===== src/rtl/m68k_bus_pkg.sv =====
// Shared definitions for 68000 bus responders.
// Holds the responder state encoding and the default ack timeout.
package m68k_bus_pkg;

    typedef enum logic [1:0] {
        ST_IDLE = 2'd0,
        ST_REQ  = 2'd1,
        ST_DONE = 2'd2,
        ST_ERR  = 2'd3
    } bus_state_e;

    localparam int unsigned DEF_TIMEOUT = 255;

endpackage


===== src/rtl/m68k_bus_responder.sv =====
// 68000 bus slave: turns CPU strobes into a memory request/ack
// handshake, answering with DTACK, or BERR when memory times out.
// Ports: clk, reset_n; CPU side as_n/uds_n/lds_n/rw/addr/din/sel
// in, dtack_n/berr_n/dout out; memory side mem_req/mem_we/
// mem_addr/mem_wdata/mem_be out, mem_ack/mem_rdata in.
module m68k_bus_responder
    import m68k_bus_pkg::*;
#(
    parameter int C_ADDR_BITS = 23,
    parameter int C_TIMEOUT   = DEF_TIMEOUT
) (
    input  logic                   clk,
    input  logic                   reset_n,
    input  logic                   as_n,
    input  logic                   uds_n,
    input  logic                   lds_n,
    input  logic                   rw,
    input  logic [C_ADDR_BITS-1:0] addr,
    input  logic [15:0]            din,
    input  logic                   sel,
    output logic                   dtack_n,
    output logic                   berr_n,
    output logic [15:0]            dout,
    output logic                   mem_req,
    output logic                   mem_we,
    output logic [C_ADDR_BITS-1:0] mem_addr,
    output logic [15:0]            mem_wdata,
    output logic [1:0]             mem_be,
    input  logic                   mem_ack,
    input  logic [15:0]            mem_rdata
);

    localparam int CW = $clog2(C_TIMEOUT + 1);
    localparam logic [CW-1:0] CNT_MAX  = CW'(C_TIMEOUT);
    localparam logic [CW-1:0] CNT_LAST = CW'(C_TIMEOUT - 1);

    bus_state_e    state_q;
    bus_state_e    state_d;
    logic [CW-1:0] cnt_q;
    logic          abort_q;
    logic          start;
    logic          tmo_hit;
    logic          aborted;

    assign start   = !as_n && sel && (!uds_n || !lds_n);
    // This REQ cycle is the last one the counter allows.
    assign tmo_hit = (cnt_q >= CNT_LAST);
    // CPU dropped AS at any point of the request, this cycle included.
    assign aborted = abort_q || as_n;

    always_ff @(posedge clk or negedge reset_n) begin
        if (!reset_n) begin
            state_q <= ST_IDLE;
        end else begin
            state_q <= state_d;
        end
    end

    always_comb begin
        state_d = state_q;
        unique case (state_q)
            ST_IDLE: begin
                if (start) begin
                    state_d = ST_REQ;
                end
            end
            ST_REQ: begin
                // Ack is checked first so it wins over a timeout.
                if (mem_ack) begin
                    state_d = aborted ? ST_IDLE : ST_DONE;
                end else if (tmo_hit) begin
                    state_d = aborted ? ST_IDLE : ST_ERR;
                end
            end
            ST_DONE, ST_ERR: begin
                if (as_n) begin
                    state_d = ST_IDLE;
                end
            end
            default: state_d = ST_IDLE;
        endcase
    end

    always_comb begin
        mem_req = (state_q == ST_REQ);
        dtack_n = (state_q != ST_DONE);
        berr_n  = (state_q != ST_ERR);
    end

    always_ff @(posedge clk or negedge reset_n) begin
        if (!reset_n) begin
            mem_addr  <= '0;
            mem_wdata <= '0;
            mem_we    <= 1'b0;
            mem_be    <= 2'b00;
            dout      <= '0;
            cnt_q     <= '0;
            abort_q   <= 1'b0;
        end else if (state_q == ST_IDLE) begin
            if (start) begin
                mem_addr  <= addr;
                mem_wdata <= din;
                mem_we    <= ~rw;
                mem_be    <= {~uds_n, ~lds_n};
                cnt_q     <= '0;
                abort_q   <= 1'b0;
            end
        end else if (state_q == ST_REQ) begin
            if (as_n) begin
                abort_q <= 1'b1;
            end
            if (mem_ack) begin
                if (!mem_we) begin
                    dout <= mem_rdata;
                end
            end else if (cnt_q != CNT_MAX) begin
                cnt_q <= cnt_q + 1'b1;
            end
        end
    end

endmodule


===== config.mk =====
export PLATFORM = sky130hd
export DESIGN_NAME = m68k_bus_responder
export DESIGN_NICKNAME = d
export VERILOG_FILES = /design/src/rtl/m68k_bus_pkg.sv /design/src/rtl/m68k_bus_responder.sv
export SDC_FILE = /design/constraint.sdc
export NUM_CORES = 1
export LEC_CHECK = 0
export BUFFER_PORTS_ARGS = -buffer_cell sky130_fd_sc_hd__buf_4
export CORE_MARGIN = 8
export CORE_UTILIZATION = 44
export CTS_BUF_LIST = sky130_fd_sc_hd__clkbuf_8
export CTS_CLUSTER_DIAMETER = 80
export CTS_CLUSTER_SIZE = 8
export DETAILED_ROUTE_END_ITERATION = 6
export PLACE_DENSITY = 0.87
export SLEW_MARGIN = 25
export SYNTH_ARGS = -nofsm -noshare
export SYNTH_HDL_FRONTEND = slang
export SYNTH_SLANG_ARGS = --single-unit

===== constraint.sdc =====
create_clock -name clk -period 1.5 [get_ports clk]
set_clock_uncertainty 0.05 [all_clocks]
set_input_delay 0 -clock clk [delete_from_list [all_inputs] [get_ports clk]]
set_output_delay 0 -clock clk [all_outputs]
set_load 0.005 [all_outputs]

## Word level (Yosys, flattened, before mapping)

Cells that the tools add are included.
Widths: inputs -> output; s select.

| storage, ports and cells | value |
|---|---|
| bits of input ports | 63 |
| register bits after elaboration | 69 |

| cells by class | value |
|---|---|
| mux-type cells | 16 |
| equality and inequality tests | 10 |
| reduce and logical (&&, ||, !) cells | 17 |
| add/subtract/negate cells | 1 |
| bitwise gates (word level) | 5 |
| magnitude comparators | 1 |

Operators by type and width:

| kind | count |
|---|---|
| $mux 8 | 5 |
| $mux 2 | 6 |
| $add 8x1->8 const B | 1 |
| $ge 8x8->1 const B | 1 |
| $ne 2x2->1 const B | 4 |
| $ne 8x8->1 const B | 1 |
| $reduce_and 4->1 | 2 |
| $pmux 2 s3 | 1 |
| $reduce_and 3->1 | 2 |
| $reduce_bool 2->1 | 3 |
| $not 1->1 | 5 |
| $eq 2x2->1 const B | 2 |
| $mux 1 | 4 |
| $logic_not 1->1 | 3 |
| $ne 3x1->1 const B | 1 |
| $eq 2x1->1 const B | 1 |
| $logic_and 1x1->1 | 2 |
| $logic_not 2->1 | 1 |
| $logic_or 1x1->1 | 2 |
| $ne 2x1->1 const B | 1 |
| $reduce_and 2->1 | 1 |
| $reduce_or 2->1 | 1 |

## Longest topological paths before layout

Gate-level depths: netlist of run 1.

| depth | value |
|---|---|
| depth after elaboration | 5 |
| gate-level depth with buffers | 6 |
| depth with buffers taken out | 6 |

## Worst setup path before layout of run 1

OpenSTA, ideal clock, no wires.

| timing | value |
|---|---|
| path kind | register -> register |
| start | reg state_q[0] |
| end | reg dout[0] |
| slack | -0.048 ns |
| cell stages (with the launch flop) | 6 |
| period minus slack after synthesis | 1.548 ns |
| library setup time | 0.125 ns |
| buffers on the path | 2 |
| arrival | 1.372 ns |
| required time | 1.325 ns |
| path through | dfrtp_1 -> nor2b_2 -> and3b_1 -> buf_4 -> buf_6 -> mux2_4 |

| between the ends | value |
|---|---|
| elaborated cells between the ends (all ways) | 4 |
| classes of those cells | 1 x eq/ne; 1 x bitwise; 2 x reduce/logical |

RTL lines:

| item | RTL line | source |
|---|---|---|
| start, declared | m68k_bus_responder.sv:37 | `bus_state_e state_q;` |
| start signal, assigned | m68k_bus_responder.sv:55 | `state_q <= state_d;` |
| $eq 2x1->1 | -- |  |
| net mem_req | m68k_bus_responder.sv:24 | `output logic mem_req,` |
| $reduce_and 4->1 (no line) | -- |  |
| end signal, assigned | m68k_bus_responder.sv:114 | `dout <= mem_rdata;` |
| end, declared | m68k_bus_responder.sv:23 | `output logic [15:0] dout,` |

The timed path passes the listed nets, and every way through them passes these cells.
A chain may end at the register's enable or synchronous reset.

## Final worst setup path of run 1

| timing | value |
|---|---|
| start | reg state_q[1] |
| end | reg dout[8] |

| between the ends | value |
|---|---|
| word-level cells in the longest chain between the ends | 3 |
| elaborated cells between the ends (all ways) | 4 |
| classes of those cells | 1 x eq/ne; 1 x bitwise; 2 x reduce/logical |

Ends and longest elaborated chain:

| item | RTL line | source |
|---|---|---|
| $logic_not 2->1 | m68k_bus_responder.sv:99 | `end else if (state_q == ST_IDLE) begin` |
| $not 1->1 (no line) | -- |  |
| $reduce_and 4->1 (no line) * | -- |  |

Every way passes the cells marked *; elsewhere a longest branch is shown, timed or not.

==> results by group, run 1 <==
Status
  • Outcome: finished with violations
  • Failing checks: setup timing

Detailed routing
  • Drt total wl: 8930 um
  • Total number of vias: 2395
  • Detail Route Antenna Nets: 0
  • Initial drt markers: 93
  • DRC viols: 0
  • Drt via density: just under 5
  • DRT Pass-1 Iters: 4
  • Routed length per placed instance: between 15 and 20 um

Power
  • Seq pwr share: 0.427
  • Combinational power share: 0.352
  • PwrDens: 1380 nW/um^2
  • Maximum VDD drop: 0.866 mV
  • Leakage: 2.35 nW
  • Internal power: between 4 and 5 mW
  • Sw Ratio: 0.279
  • Clk pwr share: 0.221
  • Psw: 1.89 mW

Cells and area
  • Filler Cells Inserted: 345
  • Fin util: 0.779
  • Area grow syn2layout: 74.3%
  • Fraction of layout cells with a size suffix above 1: 0.486
  • Fin nets: 466
  • Sequential cell area: between 1500 and 2000 um^2
  • Antenna diodes: 0
  • Area used by multi-input combinational logic: 1130 um^2
  • Post-Layout Cell Count: around 480

STA
  • Final hold slack: about 60 ps
  • Final min period: ~1500 ps
  • # setup viols final: 8
  • Max Slew Vio Count: 0
  • Hold Vio Cnt, Final: 0
  • Slew headroom: 0.643
  • Worst Tran Pin Value: 536 ps
  • Setup WS post-layout: -17.4 ps
  • RSZ-0062 raised after global routing: yes
  • FMAX: 659 MHz
  • Final worst-path cycle share: 1.01

Synthesis
  • Top cells by area, synth: dfrtp_1 (62%), mux2_1 (17%), mux2_4 (5.3%)
  • Number of synthesized flops with an enable pin: 0
  • Post-Syn Area: 2810 um^2
  • Syn_area_per_cell: 14.6 um^2
  • Count leader, synth: dfrtp_1
  • Post-Synth Simple-Gate Area: 0.0615
  • Synth warn: 0
  • Compound-Gate Fraction of Synth Area: 0.0544
  • Synth top area share: 0.615
  • Synth cell count leaders: dfrtp_1 (69), mux2_1 (43), mux2_4 (10)
  • Seq/Total Area, Yosys: 0.615
  • Unique masters post-synth: 37
  • Seq cells post-synth: 69
  • Post-synth ARST share: 1.00
  • Adder-cell share of the synthesized area: 0.00892
  • Synth Area in XOR/XNOR: 0.00624
  • Syn Inst Count: 192
  • Mux cell area share after synthesis: 0.234
  • Combinational family with the most area after synthesis: multiplexers
  • Leading area contributor after synthesis: dfrtp_1
  • Top FF cell, synth: dfrtp_1
  • Syn_nets: 257

Flow run
  • Max cap viols: 0

Min path
  • Worst hold-check path type: in -> reg

Placed design
  • GP Congestion: 0.883
  • # placed instances: approximately 410
  • IO buf count: 123
  • HPWL Detailed: around 5400 um

CTS
  • CTS Buf Count: 9
  • H-Tree Level Count: 3
  • TritonCTS clock tree: done
  • Worst skew pair latency: 320 ps
  • Clock root cell: clkbuf_8
  • Max clock buf depth: 2
  • Clock Sinks: 69
  • Reg clk slew, reported paths: around 70 ps

Critical path
  • Reg2reg start: state_q[1]$_DFFE_PN0P_
  • R2r endpoint: dout[8]$_DFFE_PN0P_
  • Critical Path AT: 1670 ps
  • Crit Path Class: reg -> reg
  • Kind of end point of the critical path: register
  • Maximum fanout along the worst path: 16
  • Worst EP required: approximately 1700 ps
  • Register-to-register setup slack: -20 ps
  • Critical Path Sink: dout[8]$_DFFE_PN0P_
  • R2r worst-path depth: 4
  • CP startpoint kind: register
  • Critical Path Source: state_q[1]$_DFFE_PN0P_

Floorplanning
  • Die X-Extent: 95.9 um
  • Die height: 95.9 um
  • I/O pins: 124
  • Core area: 6280 um^2
  • Initial Util: 0.447
  • # rows: 29
  • Die area: 9190 um^2

Global route
  • Largest net degree at the start of global routing: 44
  • GRT overflow: 0
  • Initial antenna violation count: 0
  • Vias in the first global route: 2665
  • Global-route wire length before repair: 13400 um
  • GRT Overall Usage: 0.191
[registers in the layout (all words and copies together), names as in the netlist]
| name | count |
|---|---|
| mem_wdata | 16 |
| abort_q | 1 |
| mem_addr | 23 |
| mem_be | 2 |
| mem_we | 1 |
| cnt_q | 8 |
| dout | 16 |
| state_q | 2 |
[worst max-delay path, stage by stage (launching register included)]
cell     delay (ps)
dfrtp_2         480
nor2b_4         140
and3b_2         210
buf_12          170
mux2_1          340
[area by class of cell]
type                            instances  area share
Clock buffer                           11      0.0309
Clock inverter                          4     0.00972
Inverter                                2     0.00153
Multi-Input combinational cell        113       0.230
Sequential cell                        69       0.353
Tap cell                               77      0.0197
Timing Repair Buffer                  206       0.354
[power by group through the flow]
stage | logic (mW) | registers, mW | clock network, mW
2_1_floorplan | 0.704 | 2.89 | 0
3_3_place_gp | 2.06 | 2.82 | 0
3_5_place_dp | 2.11 | 2.85 | 0
4_1_cts | 2.25 | 2.83 | 1.54
5_1_grt | 2.56 | 2.95 | 1.60
6_report | 2.38 | 2.88 | 1.49
[cell families (layout without fill, tap and decap cells)]
family	after synthesis	after routing
buffers and inverters	10	223
DFF	69	69
and+or+nand+nor	30	30
muxes	55	55
adders and majority gates	2	2
AOI/OAI and AO/OA	24	24
xor gates and xnor gates	2	2
[repair_timing]
item	4_1_cts	5_1_grt
pin swaps	0	10
endpoints found under the setup margin	39	57
hold buffers	60	0
resized for setup	4	21
cloned	0	0
setup buffers	0	2
endpoints found under the hold margin	100	0
[worst min path at each step]
stage / startpoint / to / slack, ps / cells after the start
final: mem_ack / cnt_q[2]$_DFFE_PN0P_ / 60 / 4
after global routing: mem_ack / cnt_q[2]$_DFFE_PN0P_ / 40 / 4
after CTS: mem_ack / cnt_q[2]$_DFFE_PN0P_ / 6 / 4
after detailed placement: reset_n / mem_wdata[15]$_DFFE_PN0P_ / -20 / 1
after global placement: reset_n / mem_wdata[15]$_DFFE_PN0P_ / -30 / 1
after floorplan: reset_n / abort_q$_DFFE_PN0P_ / -350 / 0
[cells in the final DEF, fill, tap and decap left out, types with 2 or more instances in the layout]
cell	instances
nor2_1	3
o21ai_1	6
buf_6	3
nand2_1	7
buf_4	141
ha_2	2
mux2_4	16
dfrtp_1	67
nand3_1	7
nand4_1	2
buf_12	2
clkinv_2	2
mux2_1	37
mux2_2	2
a21oi_1	2
a31oi_1	3
dlygate4sd3_1	60
clkbuf_8	11
dfrtp_2	2
[metrics by stage]
stage	power, mW	area (um^2)	setup WS [ps]	TNS, ps
4_1_cts	6.62	4790	-18.8	-88.8
6_report	6.76	4890	-17.4	-61.3
3_3_place_gp	4.87	3980	-118	-386
3_5_place_dp	4.97	3980	-184	-1350
5_1_grt	7.12	4890	-54.7	-1560
2_1_floorplan	3.59	2840	-5.94	-237
[layer usage]
layer | global-route usage | vias up | part of all wire
met4 | 0.0691 | 0 | 0.018
met3 | 0.0460 | 16 | 0.073
met5 | 0 | - | 0
met2 | 0.355 | 88 | 0.53
met1 | 0.204 | 1184 | 0.38
li1 | - | 1107 | -
Power figures use the tool's default switching activity.
==> inputs of run 2 (changes only) <==
--- a/config.mk
+++ b/config.mk
@@ -7,12 +7,12 @@
 export LEC_CHECK = 0
 export BUFFER_PORTS_ARGS = -buffer_cell sky130_fd_sc_hd__buf_4
 export CORE_MARGIN = 8
-export CORE_UTILIZATION = 44
+export CORE_UTILIZATION = 49
 export CTS_BUF_LIST = sky130_fd_sc_hd__clkbuf_8
 export CTS_CLUSTER_DIAMETER = 80
 export CTS_CLUSTER_SIZE = 8
 export DETAILED_ROUTE_END_ITERATION = 6
-export PLACE_DENSITY = 0.87
+export PLACE_DENSITY = 0.91
 export SLEW_MARGIN = 25
 export SYNTH_ARGS = -nofsm -noshare
 export SYNTH_HDL_FRONTEND = slang
==> constraint.sdc (replaced) <==
create_clock -name clk -period 1.45 [get_ports clk]
set_clock_uncertainty 0.05 [all_clocks]
set_input_delay 0 -clock clk [delete_from_list [all_inputs] [get_ports clk]]
set_output_delay 0 -clock clk [all_outputs]
set_load 0.005 [all_outputs]
==> run 2 against run 1 <==
  * The run still ends with setup timing left
  * Power up 18%
  * Highest routed layer unchanged
  * Combinational power increased by 23%
  * Via count grew 22%
  * Critical endpoint is now state_q[1]$_DFFE_PN0P_
  * Register-to-register slack worse by 230 ps
  * Sequential share of layout area shrank 1.4 points
  * Global-route usage is 9.8 points higher
  * Sequential cell count unchanged
==> results by group, run 2 (same netlist as run 1, synthesis figures left out) <==
Status
  • Outcome: finished with violations
  • Failing checks: setup timing

Critical path
  • CP startpoint kind: register
  • Register-to-register setup slack: -250 ps
  • Delay of the slowest critical-path stage: 430 ps
  • Crit Path Class: reg -> reg
  • R2r endpoint: state_q[1]$_DFFE_PN0P_
  • Kind of end point of the critical path: register
  • Critical-path top delay cell: dfrtp_1
  • Reg2reg start: cnt_q[7]$_DFFE_PN0P_
  • Critical Path AT: 1910 ps
  • R2r worst-path depth: 5
  • Maximum fanout along the worst path: 3
  • CP cell instances: nand4_1 > buf_4 > o21ai_2 > a31oi_1 > nor2_1
  • Worst EP required: 1660 ps

Min path
  • Hold path depth: 5
  • Min-Delay Endpoint: cnt_q[3]$_DFFE_PN0P_
  • HP Start: mem_ack
  • Worst hold-check path type: in -> reg

CTS
  • Clock root cell: clkbuf_8
  • Clock Sinks: just under 70
  • Worst skew pair latency: approximately 370 ps
  • Max clock buf depth: 2
  • Reg clk slew, reported paths: 100 ps
  • H-Tree Level Count: 3
  • TritonCTS clock tree: done
  • CTS Buf Count: 9

Cells and area
  • Fin nets: 475
  • Area grow syn2layout: 81.9%
  • Fraction of layout cells with a size suffix above 1: 0.535
  • Post-route cell area: 5100 um^2
  • Largest register FFs: 23
  • Reg with most FFs: mem_addr
  • Most frequent cells in the layout: buf_4 (145), dfrtp_1 (66), dlygate4sd3_1 (60)
  • Registers with the most flip-flops: mem_addr: 23 flops, dout: 16 flops, mem_wdata: 16 flops
  • Commonest non-fill, non-tap cell in the layout: buf_4

Power
  • Maximum VDD drop: 1.75 mV
  • PwrDens: 1560 nW/um^2
  • Design Power: 7.98 mW
  • Leakage: 2.46 nW

Detailed routing
  • DRT Pass-1 Iters: 4
  • Detail Route Antenna Nets: 0
  • Initial drt markers: 292
  • Drt via density: 5.97
  • Routed length per placed instance: 30.5 um
  • Total number of vias: 2919
  • DRC viols: 0
  • Drt total wl: 14900 um

Floorplanning
  • Initial Util: 0.510
  • # rows: 27
  • Die X-Extent: approximately 92 um
  • I/O pins: 124
  • Core area: 5510 um^2
  • Die area: 8410 um^2
  • Die height: 91.7 um

Placed design
  • GP Congestion: 0.875
  • Post-DP Area: 3970 um^2
  • IO buf count: between 100 and 150
  • HPWL Detailed: 6010 um

STA
  • Max Slew Vio Count: 0
  • Slew headroom: 0.638
  • Final worst-path cycle share: 1.17
  • FMAX: around 590 MHz
  • Final min period: roughly 1700 ps
  • Setup WS post-layout: -246 ps
  • RSZ-0062 raised after global routing: yes
  • Worst Tran Pin Value: 543 ps
  • # setup viols final: 67
  • Hold Vio Cnt, Final: 0

Global route
  • GRT Overall Usage: 0.288
  • Initial antenna violation count: 2
  • Global-route wire length before repair: 18500 um
  • Vias in the first global route: about 2800
  • Largest net degree at the start of global routing: 41
  • GRT overflow: 0

Flow run
  • Max cap viols: 0
==> run 2: changes by cell type in the layout (fill, tap and decap cells not counted), sizes merged <==
cell	before	now
clkinvlp	1	0
diode	0	2
bufinv	1	2
clkbuf	11	12
inv	2	3
buf	146	153
o21ai	9	10
==> run 2: worst max-delay path by stage <==
stage / from / end / depth (start not counted)
finish: cnt_q[7]$_DFFE_PN0P_ / state_q[1]$_DFFE_PN0P_ / 5
global route: cnt_q[7]$_DFFE_PN0P_ / cnt_q[5]$_DFFE_PN0P_ / 5
CTS: state_q[1]$_DFFE_PN0P_ / mem_addr[15]$_DFFE_PN0P_ / 4
detailed placement: cnt_q[0]$_DFFE_PN0P_ / cnt_q[5]$_DFFE_PN0P_ / 5
global placement: cnt_q[0]$_DFFE_PN0P_ / cnt_q[5]$_DFFE_PN0P_ / 5
floorplan: state_q[1]$_DFFE_PN0P_ / dout[0]$_DFFE_PN0P_ / 5
==> run 2: area by class of cell <==
cell class              count  area, um^2
fillers                   153         402
flip-flops and latches     69        1730
well taps                  72        90.1
clock inverters             5        73.8
multi-input cells         114        1200
inverters                   2        10.0
clock buffers              11         151
repair buffers            214        1840
diodes                      2        5.00
==> run 2: power by group <==
group | total (mW) | switching [mW] | internal (mW)
combinational | 2.93 | 1.19 | 1.74
clock | 1.88 | 0.824 | 1.05
sequential | 3.17 | 0.606 | 2.57
total | 7.98 | 2.62 | 5.36
==> run 2: repair_timing <==
item,CTS,global route
hold buffers,60,0
pin swaps,2,10
buffers inserted,3,9
hold endpoints to repair,129,0
cloned,0,2
endpoints found under the setup margin,59,66
gates resized for setup,12,36
==> run 2: per-layer routing <==
metal	part of all wire	GRT usage	wire [um]
met1	0.36	0.347	5440
met2	0.48	0.477	7220
met3	0.10	0.0929	1500
met4	0.051	0.0969	758
met5	0	0	0
==> run 2: through the flow <==
step,util,TNS [ps],hold WS [ps],instances,setup WS (ps)
floorplan,-,-582,-346,192,-52.3
global placement,0.720,-753,-41.8,397,-171
finish,0.927,-8400,98.2,489,-246
detailed placement,0.720,-2330,-42.6,397,-345
global route,0.927,-9590,93.1,489,-272
CTS,0.884,-2150,5.45,476,-76.5
==> run 2: worst max-delay path: cells and delay by family, from the launching register on <==
kind,cells,cell delay [ps]
AO/OA/AOI/OAI,2,330
buffers and inverters,1,280
flip-flops,1,430
AND/OR/NAND/NOR,2,510
==> inputs of run 3 (changes only) <==
--- a/config.mk
+++ b/config.mk
@@ -12,7 +12,7 @@
 export CTS_CLUSTER_DIAMETER = 80
 export CTS_CLUSTER_SIZE = 8
 export DETAILED_ROUTE_END_ITERATION = 6
-export PLACE_DENSITY = 0.91
+export PLACE_DENSITY = 0.79
 export SLEW_MARGIN = 25
 export SYNTH_ARGS = -nofsm -noshare
 export SYNTH_HDL_FRONTEND = slang
==> run 3 against run 2 <==
  * The flow still finishes with violations (setup timing)
  * Sequential power shrank 2%
  * Non-clock buffer count is 4 lower
  * Sequential share of layout area grew 0.40 points
  * Global-route usage is 2.5 points lower
  * Sequential cell count is the same
  * First-iteration DRC count is 6.5% lower
  * Critical path type unchanged
  * Largest power group unchanged
==> results by group, run 3 (same netlist as run 1, synthesis figures left out) <==
Global route
  • Vias in the first global route: 2823
  • GRT Overall Usage: 0.263
  • Most Used Layer, Global Route: met2
  • GRT overflow: 0
  • Met2 Use GR: 0.464
  • Met1 GRT Util: 0.297
  • Initial antenna violation count: 2
  • Global-route wire length before repair: approximately 17000 um
  • Largest net degree at the start of global routing: 40
  • M3 GR Usage: 0.0848

STA
  • Worst Tran Pin Value: 469 ps
  • Slew headroom: 0.687
  • Hold Vio Cnt, Final: 0
  • Max Slew Vio Count: 0
  • Final min period: 1590 ps
  • Setup WS post-layout: -138 ps
  • RSZ-0062 raised after global routing: yes
  • # setup viols final: 63
  • Final worst-path cycle share: 1.09
  • FMAX: approximately 630 MHz

Cells and area
  • Fin nets: 470
  • Area used by multi-input combinational logic: 1170 um^2
  • Commonest non-fill, non-tap cell in the layout: buf_4
  • Registers with the most flip-flops: mem_addr: 23 flops, dout: 16 flops, mem_wdata: 16 flops
  • Post-Layout Cell Count: 485
  • Reg with most FFs: mem_addr
  • Sequential cell area: 1730 um^2
  • Post-route cell area: 5040 um^2
  • Area grow syn2layout: 79.8%
  • Most frequent cells in the layout: buf_4 (144), dfrtp_1 (66), dlygate4sd3_1 (60)
  • Largest register FFs: 23
  • Fraction of layout cells with a size suffix above 1: 0.510
  • Filler Cells Inserted: 169

Detailed routing
  • Drt via density: 5.74
  • DRC viols: 0
  • Drt total wl: 13000 um
  • Detail Route Antenna Nets: 0
  • DRT Pass-1 Iters: 5
  • Initial drt markers: 273
  • Routed length per placed instance: 26.7 um
  • Total number of vias: 2786

Critical path
  • Crit Path Class: reg -> reg
  • CP cell instances: nor3b_4 > o21a_4 > a41oi_2 > a31oi_1
  • Worst EP required: 1640 ps
  • Critical-path top delay cell: dfrtp_2
  • Maximum fanout along the worst path: 5
  • CP bufs+invs: 0
  • Critical Path AT: between 1500 and 2000 ps
  • Kind of end point of the critical path: register
  • Delay-heaviest family, CP: compound AO/OA/AOI/OAI gates
  • Delay of the slowest critical-path stage: roughly 480 ps
  • CP startpoint kind: register

Power
  • Clk pwr share: 0.254
  • Psw: 2.43 mW
  • Maximum VDD drop: 1.35 mV
  • Internal power: roughly 5.4 mW
  • Sw Ratio: 0.309
  • Design Power: 7.85 mW
  • Seq pwr share: 0.398
  • Combinational power share: 0.348
  • PwrDens: 1560 nW/um^2
  • Leakage: 2.40 nW

CTS
  • Clock root cell: clkbuf_8
  • Clock Sinks: 69
  • Reg clk slew, reported paths: 80 ps
  • CTS Buf Count: 9
  • Max clock buf depth: 2
  • TritonCTS clock tree: done
  • Worst skew pair latency: 360 ps
  • H-Tree Level Count: 3

Placed design
  • IO buf count: around 120
  • Post-DP Area: ~4000 um^2
  • HPWL Detailed: between 5000 and 6000 um
  • # placed instances: roughly 400
  • GP Congestion: 0.818

Floorplanning
  • Initial Util: 0.510
  • I/O pins: 124
  • Core area: approximately 5500 um^2
  • # rows: 27
  • Die X-Extent: 91.7 um
  • Die height: 91.7 um
  • Die area: 8410 um^2

Flow run
  • Max cap viols: 0

Status
  • Failing checks: setup timing
  • Outcome: finished with violations

Min path
  • Worst hold-check path type: in -> reg
[run 3: changes by cell type in the layout (fill, tap and decap cells not counted), moves of 2 or more]
cell        before  now
clkinvlp_4       0    2
nand3_1          5    7
a31oi_4          0    2
a31oi_1          4    2
nand3_2          2    0
ha_4             2    0
mux2_2           7    5
mux2_4          24   18
buf_6            4    2
mux2_1          24   32
[run 3: layer usage]
metal	routed length [um]	vias up
li1	-	1122
met1	4720	1411
met2	6680	214
met3	1240	39
met4	311	0
met5	0	-
[run 3: power groups by stage]
stage | registers (mW) | clock network [mW] | logic (mW)
after floorplan | 2.99 | 0 | 0.738
after global placement | 2.93 | 0 | 2.13
after detailed placement | 2.97 | 0 | 2.20
after CTS | 2.95 | 1.94 | 2.43
after global routing | 3.14 | 2.07 | 2.86
final | 3.12 | 1.99 | 2.73
[run 3: what timing repair did]
action	4_1_cts	5_1_grt
gates resized for setup	7	29
hold buffers	60	0
buffers inserted	1	7
setup endpoints to repair	56	64
gates cloned	0	2
pin swaps	0	6
endpoints found under the hold margin	129	0
[run 3: layout make-up]
type / count / share of cell area
diodes: 3 / 0.00149
clock buffers: 10 / 0.0273
clock inverters: 6 / 0.0218
inverters: 2 / 0.00149
multi-input cells: 113 / 0.232
flip-flops and latches: 69 / 0.343
well taps: 72 / 0.0179
repair buffers: 210 / 0.355
[run 3: final timing paths]
| check | start | slack, ps | endpoint | cells after the start |
|---|---|---|---|---|
| setup reg to reg | state_q[1]$_DFFE_PN0P_ | -140 | cnt_q[4]$_DFFE_PN0P_ | 4 |
| hold reg to reg | mem_wdata[11]$_DFFE_PN0P_ | 460 | mem_wdata[11]$_DFFE_PN0P_ | 1 |
| setup / recovery | state_q[1]$_DFFE_PN0P_ | -140 | cnt_q[4]$_DFFE_PN0P_ | 4 |
| max in group asynchronous | reset_n | 670 | cnt_q[2]$_DFFE_PN0P_ | 3 |
| hold / removal | mem_ack | 80 | cnt_q[3]$_DFFE_PN0P_ | 5 |
| min in group asynchronous | reset_n | 90 | dout[0]$_DFFE_PN0P_ | 2 |
[run 3: metrics by stage]
step,worst slack [ps],hold slack (ps),TNS (ps),utilization
4_1_cts,-45.9,58.2,-1030,0.879
2_1_floorplan,-52.3,-346,-582,-
6_report,-138,84.8,-3680,0.916
3_3_place_gp,-7.79,-70.3,-38.3,0.719
3_5_place_dp,-63.0,-66.0,-1360,0.719
5_1_grt,-169,77.2,-5460,0.916
[run 3: worst reg2reg max path: stages, from the launching register on]
cell,delay (ps)
dfrtp_2,480
nor3b_4,330
o21a_4,240
a41oi_2,150
a31oi_1,250
